`config.mk`:
```
export PLATFORM = sky130hd
export DESIGN_NAME = gc_lsu
export DESIGN_NICKNAME = d
export VERILOG_FILES = /design/src/rtl/gc_lsu_pkg.sv /design/src/rtl/gc_lsu_lane.sv /design/src/rtl/gc_lsu.sv
export SDC_FILE = /design/constraint.sdc
export NUM_CORES = 1
export LEC_CHECK = 0
export ABC_AREA = 1
export CAP_MARGIN = 5
export CORE_MARGIN = 8
export CORE_UTILIZATION = 30
export CTS_CLUSTER_SIZE = 30
export DETAILED_ROUTE_END_ITERATION = 6
export HOLD_SLACK_MARGIN = 0.03
export PLACE_DENSITY = 0.5
export SLEW_MARGIN = 40
export SYNTH_ARGS = -nofsm -noshare
export SYNTH_HDL_FRONTEND = slang
export SYNTH_SLANG_ARGS = --single-unit
export TNS_END_PERCENT = 5
```
`constraint.sdc`:
```
create_clock -name clk -period 4.6 [get_ports clk]
set_clock_uncertainty 0.2 [all_clocks]
set_input_delay 0.92 -clock clk [delete_from_list [all_inputs] [get_ports clk]]
set_output_delay 0.92 -clock clk [all_outputs]
set_load 0.02 [all_outputs]
```
`src/rtl/gc_lsu_pkg.sv`:
```
// Shared types and constants for the gc_lsu load/store unit.
// The GC_LSU_MISALIGN_EN macro, used by gc_lsu, enables split word-boundary accesses.
package gc_lsu_pkg;

    localparam int unsigned AW = 12;
    localparam int unsigned DW = 32;
    localparam int unsigned NL = DW / 8;

    typedef enum logic [1:0] {
        SZ_B = 2'b00,
        SZ_H = 2'b01,
        SZ_W = 2'b10,
        SZ_X = 2'b11
    } size_e;

    typedef enum logic [1:0] {
        ST_IDLE = 2'd0,
        ST_ACC1 = 2'd1,
        ST_ACC2 = 2'd2,
        ST_RSP  = 2'd3
    } state_e;

    typedef struct packed {
        logic          we;
        size_e         size;
        logic          sext;
        logic [AW-1:0] addr;
        logic [DW-1:0] wd;
    } req_t;

    // Right-justified load data to final width, sign- or zero-filled.
    function automatic logic [DW-1:0] extend_load(input logic [DW-1:0] h, input size_e s,
                                                  input logic sext);
        logic [DW-1:0] r;
        case (s)
            SZ_B:    r = {{(DW-8){sext & h[7]}}, h[7:0]};
            SZ_H:    r = {{(DW-16){sext & h[15]}}, h[15:0]};
            default: r = h;
        endcase
        return r;
    endfunction

endpackage

```
`src/rtl/gc_lsu_lane.sv`:
```
// Big-endian lane mapping: byte enables and aligned write data for one word phase,
// plus MSB-first collection of enabled read lanes into the holding value.
module gc_lsu_lane
    import gc_lsu_pkg::*;
(
    input  size_e         size,
    input  logic [1:0]    off,
    input  logic          phase,
    input  logic [DW-1:0] wd,
    input  logic [NL-1:0] rd_be,
    input  logic [DW-1:0] rd,
    input  logic [DW-1:0] hold,
    output logic [NL-1:0] be_c,
    output logic [DW-1:0] wd_c,
    output logic          span_c,
    output logic [DW-1:0] hold_c
);

    logic [2*NL-1:0] win_be;
    logic [2*DW-1:0] win_wd;

    // Two-word window: upper half is the first word, lower half the next word.
    always_comb begin
        win_be = '0;
        win_wd = '0;
        case (size)
            SZ_B: begin
                win_be = 8'b1000_0000;
                win_wd = {wd[7:0], 56'b0};
            end
            SZ_H: begin
                win_be = 8'b1100_0000;
                win_wd = {wd[15:0], 48'b0};
            end
            SZ_W: begin
                win_be = 8'b1111_0000;
                win_wd = {wd, 32'b0};
            end
            default: ;
        endcase
        win_be = win_be >> off;
        win_wd = win_wd >> {off, 3'b000};
        be_c   = phase ? win_be[NL-1:0] : win_be[2*NL-1:NL];
        wd_c   = phase ? win_wd[DW-1:0] : win_wd[2*DW-1:DW];
        span_c = |win_be[NL-1:0];
    end

    always_comb begin
        hold_c = hold;
        for (int i = NL - 1; i >= 0; i--) begin
            if (rd_be[i]) begin
                hold_c = {hold_c[DW-9:0], rd[8*i +: 8]};
            end
        end
    end

endmodule

```
`src/rtl/gc_lsu.sv`:
```
// Load/store unit in front of GC_mem: one request at a time, registered memory and response.
// Define GC_LSU_MISALIGN_EN to split word-boundary accesses over two memory cycles.
module gc_lsu
    import gc_lsu_pkg::*;
(
    input  logic          clk,
    input  logic          rst_n,
    input  logic          req_valid,
    output logic          req_ready,
    input  logic          req_we,
    input  logic [1:0]    req_size,
    input  logic          req_sext,
    input  logic [AW-1:0] req_addr,
    input  logic [DW-1:0] req_wd,
    output logic          rsp_valid,
    input  logic          rsp_ready,
    output logic [DW-1:0] rsp_rd,
    output logic          rsp_err,
    output logic          mem_we,
    output logic [NL-1:0] mem_BE,
    output logic [AW-1:0] mem_addr,
    output logic [DW-1:0] mem_wd,
    input  logic [DW-1:0] mem_rd
);

    state_e        state_q, state_d;
    req_t          req_q, req_d;
    logic          err_q, err_d;
    logic [DW-1:0] hold_q, hold_d;
    logic          req_ready_q, req_ready_d;
    logic          rsp_valid_q, rsp_valid_d;
    logic [DW-1:0] rsp_rd_q, rsp_rd_d;
    logic          rsp_err_q, rsp_err_d;
    logic          mem_we_q, mem_we_d;
    logic [NL-1:0] mem_be_q, mem_be_d;
    logic [AW-1:0] mem_addr_q, mem_addr_d;
    logic [DW-1:0] mem_wd_q, mem_wd_d;

    size_e         ln_size;
    logic [1:0]    ln_off;
    logic          ln_phase;
    logic [DW-1:0] ln_wd;
    logic [NL-1:0] ln_be;
    logic [DW-1:0] ln_wd_lane;
    logic          ln_span;
    logic [DW-1:0] ln_hold;
    logic          bad;
    logic          done;

    // Memory outputs are registered, so the lane map looks one phase ahead.
    always_comb begin
        if (state_q == ST_IDLE) begin
            ln_size  = size_e'(req_size);
            ln_off   = req_addr[1:0];
            ln_phase = 1'b0;
            ln_wd    = req_wd;
        end else begin
            ln_size  = req_q.size;
            ln_off   = req_q.addr[1:0];
            ln_phase = 1'b1;
            ln_wd    = req_q.wd;
        end
    end

    gc_lsu_lane u_lane (
        .size   (ln_size),
        .off    (ln_off),
        .phase  (ln_phase),
        .wd     (ln_wd),
        .rd_be  (mem_be_q),
        .rd     (mem_rd),
        .hold   (hold_q),
        .be_c   (ln_be),
        .wd_c   (ln_wd_lane),
        .span_c (ln_span),
        .hold_c (ln_hold)
    );

    always_comb begin
        state_d     = state_q;
        req_d       = req_q;
        err_d       = err_q;
        hold_d      = hold_q;
        req_ready_d = req_ready_q;
        rsp_valid_d = rsp_valid_q;
        rsp_rd_d    = rsp_rd_q;
        rsp_err_d   = rsp_err_q;
        mem_we_d    = 1'b0;
        mem_be_d    = '0;
        mem_addr_d  = '0;
        mem_wd_d    = '0;
        bad         = 1'b0;
        done        = 1'b0;
        case (state_q)
            ST_IDLE: begin
                if (req_valid) begin
                    req_d = '{we: req_we, size: size_e'(req_size), sext: req_sext,
                              addr: req_addr, wd: req_wd};
`ifdef GC_LSU_MISALIGN_EN
                    bad = (req_size == 2'b11);
`else
                    bad = (req_size == 2'b11) || ln_span;
`endif
                    err_d       = bad;
                    hold_d      = '0;
                    req_ready_d = 1'b0;
                    state_d     = ST_ACC1;
                    if (!bad) begin
                        mem_we_d   = req_we;
                        mem_be_d   = ln_be;
                        mem_addr_d = {req_addr[AW-1:2], 2'b00};
                        mem_wd_d   = req_we ? ln_wd_lane : '0;
                    end
                end
            end
            ST_ACC1: begin
                hold_d = ln_hold;
`ifdef GC_LSU_MISALIGN_EN
                if (!err_q && ln_span) begin
                    state_d    = ST_ACC2;
                    mem_we_d   = req_q.we;
                    mem_be_d   = ln_be;
                    mem_addr_d = {(AW-2)'(req_q.addr[AW-1:2] + 1'b1), 2'b00};
                    mem_wd_d   = req_q.we ? ln_wd_lane : '0;
                end else begin
                    done = 1'b1;
                end
`else
                done = 1'b1;
`endif
            end
            ST_ACC2: begin
                hold_d = ln_hold;
                done   = 1'b1;
            end
            ST_RSP: begin
                if (rsp_ready) begin
                    state_d     = ST_IDLE;
                    rsp_valid_d = 1'b0;
                    rsp_rd_d    = '0;
                    rsp_err_d   = 1'b0;
                    req_ready_d = 1'b1;
                end
            end
            default: state_d = ST_IDLE;
        endcase
        // Last access phase: finalize the response from the collected bytes.
        if (done) begin
            state_d     = ST_RSP;
            rsp_valid_d = 1'b1;
            rsp_err_d   = err_q;
            rsp_rd_d    = (err_q || req_q.we) ? '0 : extend_load(ln_hold, req_q.size, req_q.sext);
        end
    end

    always_ff @(posedge clk) begin
        if (!rst_n) begin
            state_q     <= ST_IDLE;
            req_q       <= '0;
            err_q       <= 1'b0;
            hold_q      <= '0;
            req_ready_q <= 1'b1;
            rsp_valid_q <= 1'b0;
            rsp_rd_q    <= '0;
            rsp_err_q   <= 1'b0;
            mem_we_q    <= 1'b0;
            mem_be_q    <= '0;
            mem_addr_q  <= '0;
            mem_wd_q    <= '0;
        end else begin
            state_q     <= state_d;
            req_q       <= req_d;
            err_q       <= err_d;
            hold_q      <= hold_d;
            req_ready_q <= req_ready_d;
            rsp_valid_q <= rsp_valid_d;
            rsp_rd_q    <= rsp_rd_d;
            rsp_err_q   <= rsp_err_d;
            mem_we_q    <= mem_we_d;
            mem_be_q    <= mem_be_d;
            mem_addr_q  <= mem_addr_d;
            mem_wd_q    <= mem_wd_d;
        end
    end

    assign req_ready = req_ready_q;
    assign rsp_valid = rsp_valid_q;
    assign rsp_rd    = rsp_rd_q;
    assign rsp_err   = rsp_err_q;
    assign mem_we    = mem_we_q;
    assign mem_BE    = mem_be_q;
    assign mem_addr  = mem_addr_q;
    assign mem_wd    = mem_wd_q;

endmodule

```
==> flow_summary.toml <==
[global_route]
grt_max_degree = 53
grt_use_total_pct = 18.08
first_global_vias = 8688
overflow = 0
antenna_found_initial = 1
grt_pass1_wl_microns = 47130

[detailed_routing]
drt_iter0_drc = 542
firstDrtPassIters = 6
drc = 0
final_antenna_net_count = 0
vias_per_cell = 4.986
wl_per_cell_microns = 17.12
num_vias = 8561
drt-total-wl_microns = 29390

[cts]
cts_setup_buffers = 0
htreeDepth = 4
cts_resized = 0
cts_buffer_depth = 2
clock-sinks = 155
numCtsBuffers = 17
cts_tree = "done"
cts.clk_slew.worst_paths_ns = 0.07
cts-root-buf = "clkbuf_16"
holdBufCountCts = 0
clkLatencyLatePin_ns = 0.44

[sta]
rsz0062_at_grt = "false"
min_period_ns = 3.309
min_period_over_period_pct = 71.93
tightest_slew_ns = 0.7537
hold_violations = 0
finalSetupViolCount = 0
maxSlewViolCount = 0
tns_ns = 0
fmax_mhz = 302.2
max-slew-margin-rel_pct = 49.70

[logic_synthesis]
yosys.cell_types.count = 38
synth.area.top_cells = "dfxtp_1, nand2_1, nand3_1, a21oi_1, o21ai_0"
ys_seq_elements = 155
yosysTopAreaCell = "dfxtp_1"
yosysSeqAreaShare_pct = 38.39
synth_warnings = 0
synth_top_area_share_pct = 38.39
syn_avg_cell_area_sq_um = 6.524
syn_area_sq_mm = 0.008083
synth_cells = 1239

[flow_run]
maxCapViolations = 0

[critical_path]
cp.required_ns = 4.72
critical_path_arrival_ns = 3.43
criticalPathCategory = "flip-flop to flip-flop"
critPathCaptureType = "flip-flop"
cp-start-kind = "flip-flop"
critPathMaxFanout = 22

[floorplanning]
die_y_microns = 180.1
rows = 60
initial_core_util_pct = 30.24
core-area_sq_mm = 0.02673
io_pins = 168
die-area_sq_mm = 0.03245
dieWidth_microns = 180.1

[cells_and_area]
n_fill_cell = 2894
antenna_cells = 0
nNetsFinal = 1454
final_core_util_pct = 39.62
area_growth_pct = 31.01
layout-drive-gt1-share_pct = 7.340

[hold_path]
min_path_type = "flip-flop to flip-flop"

[placed_design]
portBuffers = 165
dp_hpwl_microns = 21060
gp_congestion = 0.8525

[power]
leakage_nw = 4.199
power.density_mw_per_mm2 = 432.2
power.total_mw = 4.576
peakVddDrop_uv = 195.1

[run_status]
status = "complete, no violations"
layout make-up:
cell class | count | area (sq um) | area share (%)
clock buffer | 19 | 442.9 | 4.183
clock inverter | 13 | 180.2 | 1.702
inverter | 69 | 267.8 | 2.529
multi-input combinational | 937 | 4370 | 41.27
sequential | 155 | 3103 | 29.30
tap | 341 | 426.7 | 4.029
timing repair buffer | 183 | 1798 | 16.98
critical path: stages, from the launching register on:
cell and delay, ns:
dfxtp_1 0.38, inv_1 0.08, ha_1 0.21, inv_1 0.51
nand2_1 0.15, nand2_2 0.43, clkinv_2 0.37, nand2_4 0.18
nand2_1 0.06, nand2_1 0.10, a21oi_4 0.05, nand2_4 0.17
nor2_8 0.07, inv_4 0.17, nor2_1 0.06
stage by stage:
step           instances  instance area (sq um)  setup slack (ns)  hold slack (ns)
4_1_cts             1717                  10590             1.234           0.2532
6_report            1717                  10590             1.291           0.2504
2_1_floorplan       1240                   8087             1.973           0.2245
5_1_grt             1717                  10590             1.014           0.2723
3_5_place_dp        1685                   9965             1.022           0.2423
3_3_place_gp        1683                   9938             1.048           0.2350
flip-flops by register name, summed over array words and instances (netlist names):
name / count
err_q: 1
hold_q: 32
mem_BE: 4
mem_addr: 10
mem_wd: 32
mem_we: 1
req_q: 38
req_ready: 1
rsp_err: 1
rsp_rd: 32
rsp_valid: 1
state_q: 2
per-layer routing:
metal,vias to the layer above,part of all wire (%),GRT usage [%]
li1,4327,-,-
met2,195,52,33.76
met3,39,4.0,3.770
met1,3998,42,20.26
met4,2,2.0,5.522
met5,-,0.044,0
layout by cell type (no fill, tap or decap), types with 9 or more instances in the layout:
| cell | synthesis | layout |
|---|---|---|
| buf_4 | 5 | 16 |
| nand3_1 | 233 | 233 |
| nand2_1 | 353 | 353 |
| or2_2 | 18 | 18 |
| inv_1 | 58 | 58 |
| dfxtp_1 | 155 | 155 |
| a21oi_1 | 117 | 117 |
| clkbuf_16 | 0 | 17 |
| o21ai_1 | 10 | 9 |
| o21ai_0 | 67 | 67 |
| nor2_1 | 85 | 84 |
| nor2_2 | 9 | 9 |
| clkdlybuf4s50_1 | 0 | 165 |
path summary, 6_finish.rpt:
path	slack [ns]	to	depth (start not counted)	start
setup / recovery	1.29	mem_wd[29]	14	state_q[0]
hold / removal	0.25	req_q[28]	2	req_q[28]
setup reg to reg	1.29	mem_wd[29]	14	state_q[0]
hold reg to reg	0.25	req_q[28]	2	req_q[28]
Yosys cell counts:
library cell	number
or2_2	18
buf_1	9
nand2_2	3
inv_2	5
clkinv_2	2
ha_1	7
a21boi_0	1
a21oi_1	117
o22ai_1	4
buf_6	2
nor2_1	85
nor2_8	1
nand2_1	353
o21ai_0	67
nand3_1	233
nand2_4	2
conb_1	1
inv_1	58
a211oi_1	1
nand3_2	3
inv_4	2
o21ai_2	1
a21oi_2	1
buf_2	22
nor2_2	9
o211ai_1	7
buf_4	5
o21ai_1	10
nor3_1	4
mux2i_1	3
clkbuf_1	41
nand3_4	1
o21ai_4	1
a21oi_4	1
dfxtp_1	155
a31oi_1	1
nor4_1	1
clkinv_1	2
kinds of logic after synthesis:
family	share of synthesized area, %
and+or+nand+nor	38.53
AOI/OAI and AO/OA	13.85
DFF	38.39
buffers and inverters	7.725
adders and majority gates	1.084
muxes	0.3715
other	0.04640
power by group:
part / total (mW) / leakage, nW / internal (mW) / switching (mW)
clock network: 1.53 / 0.305 / 0.888 / 0.647
logic: 1.52 / 2.64 / 0.474 / 1.05
registers: 1.52 / 1.26 / 1.45 / 0.0656
No activity file was read; power rests on OpenSTA's default activity.
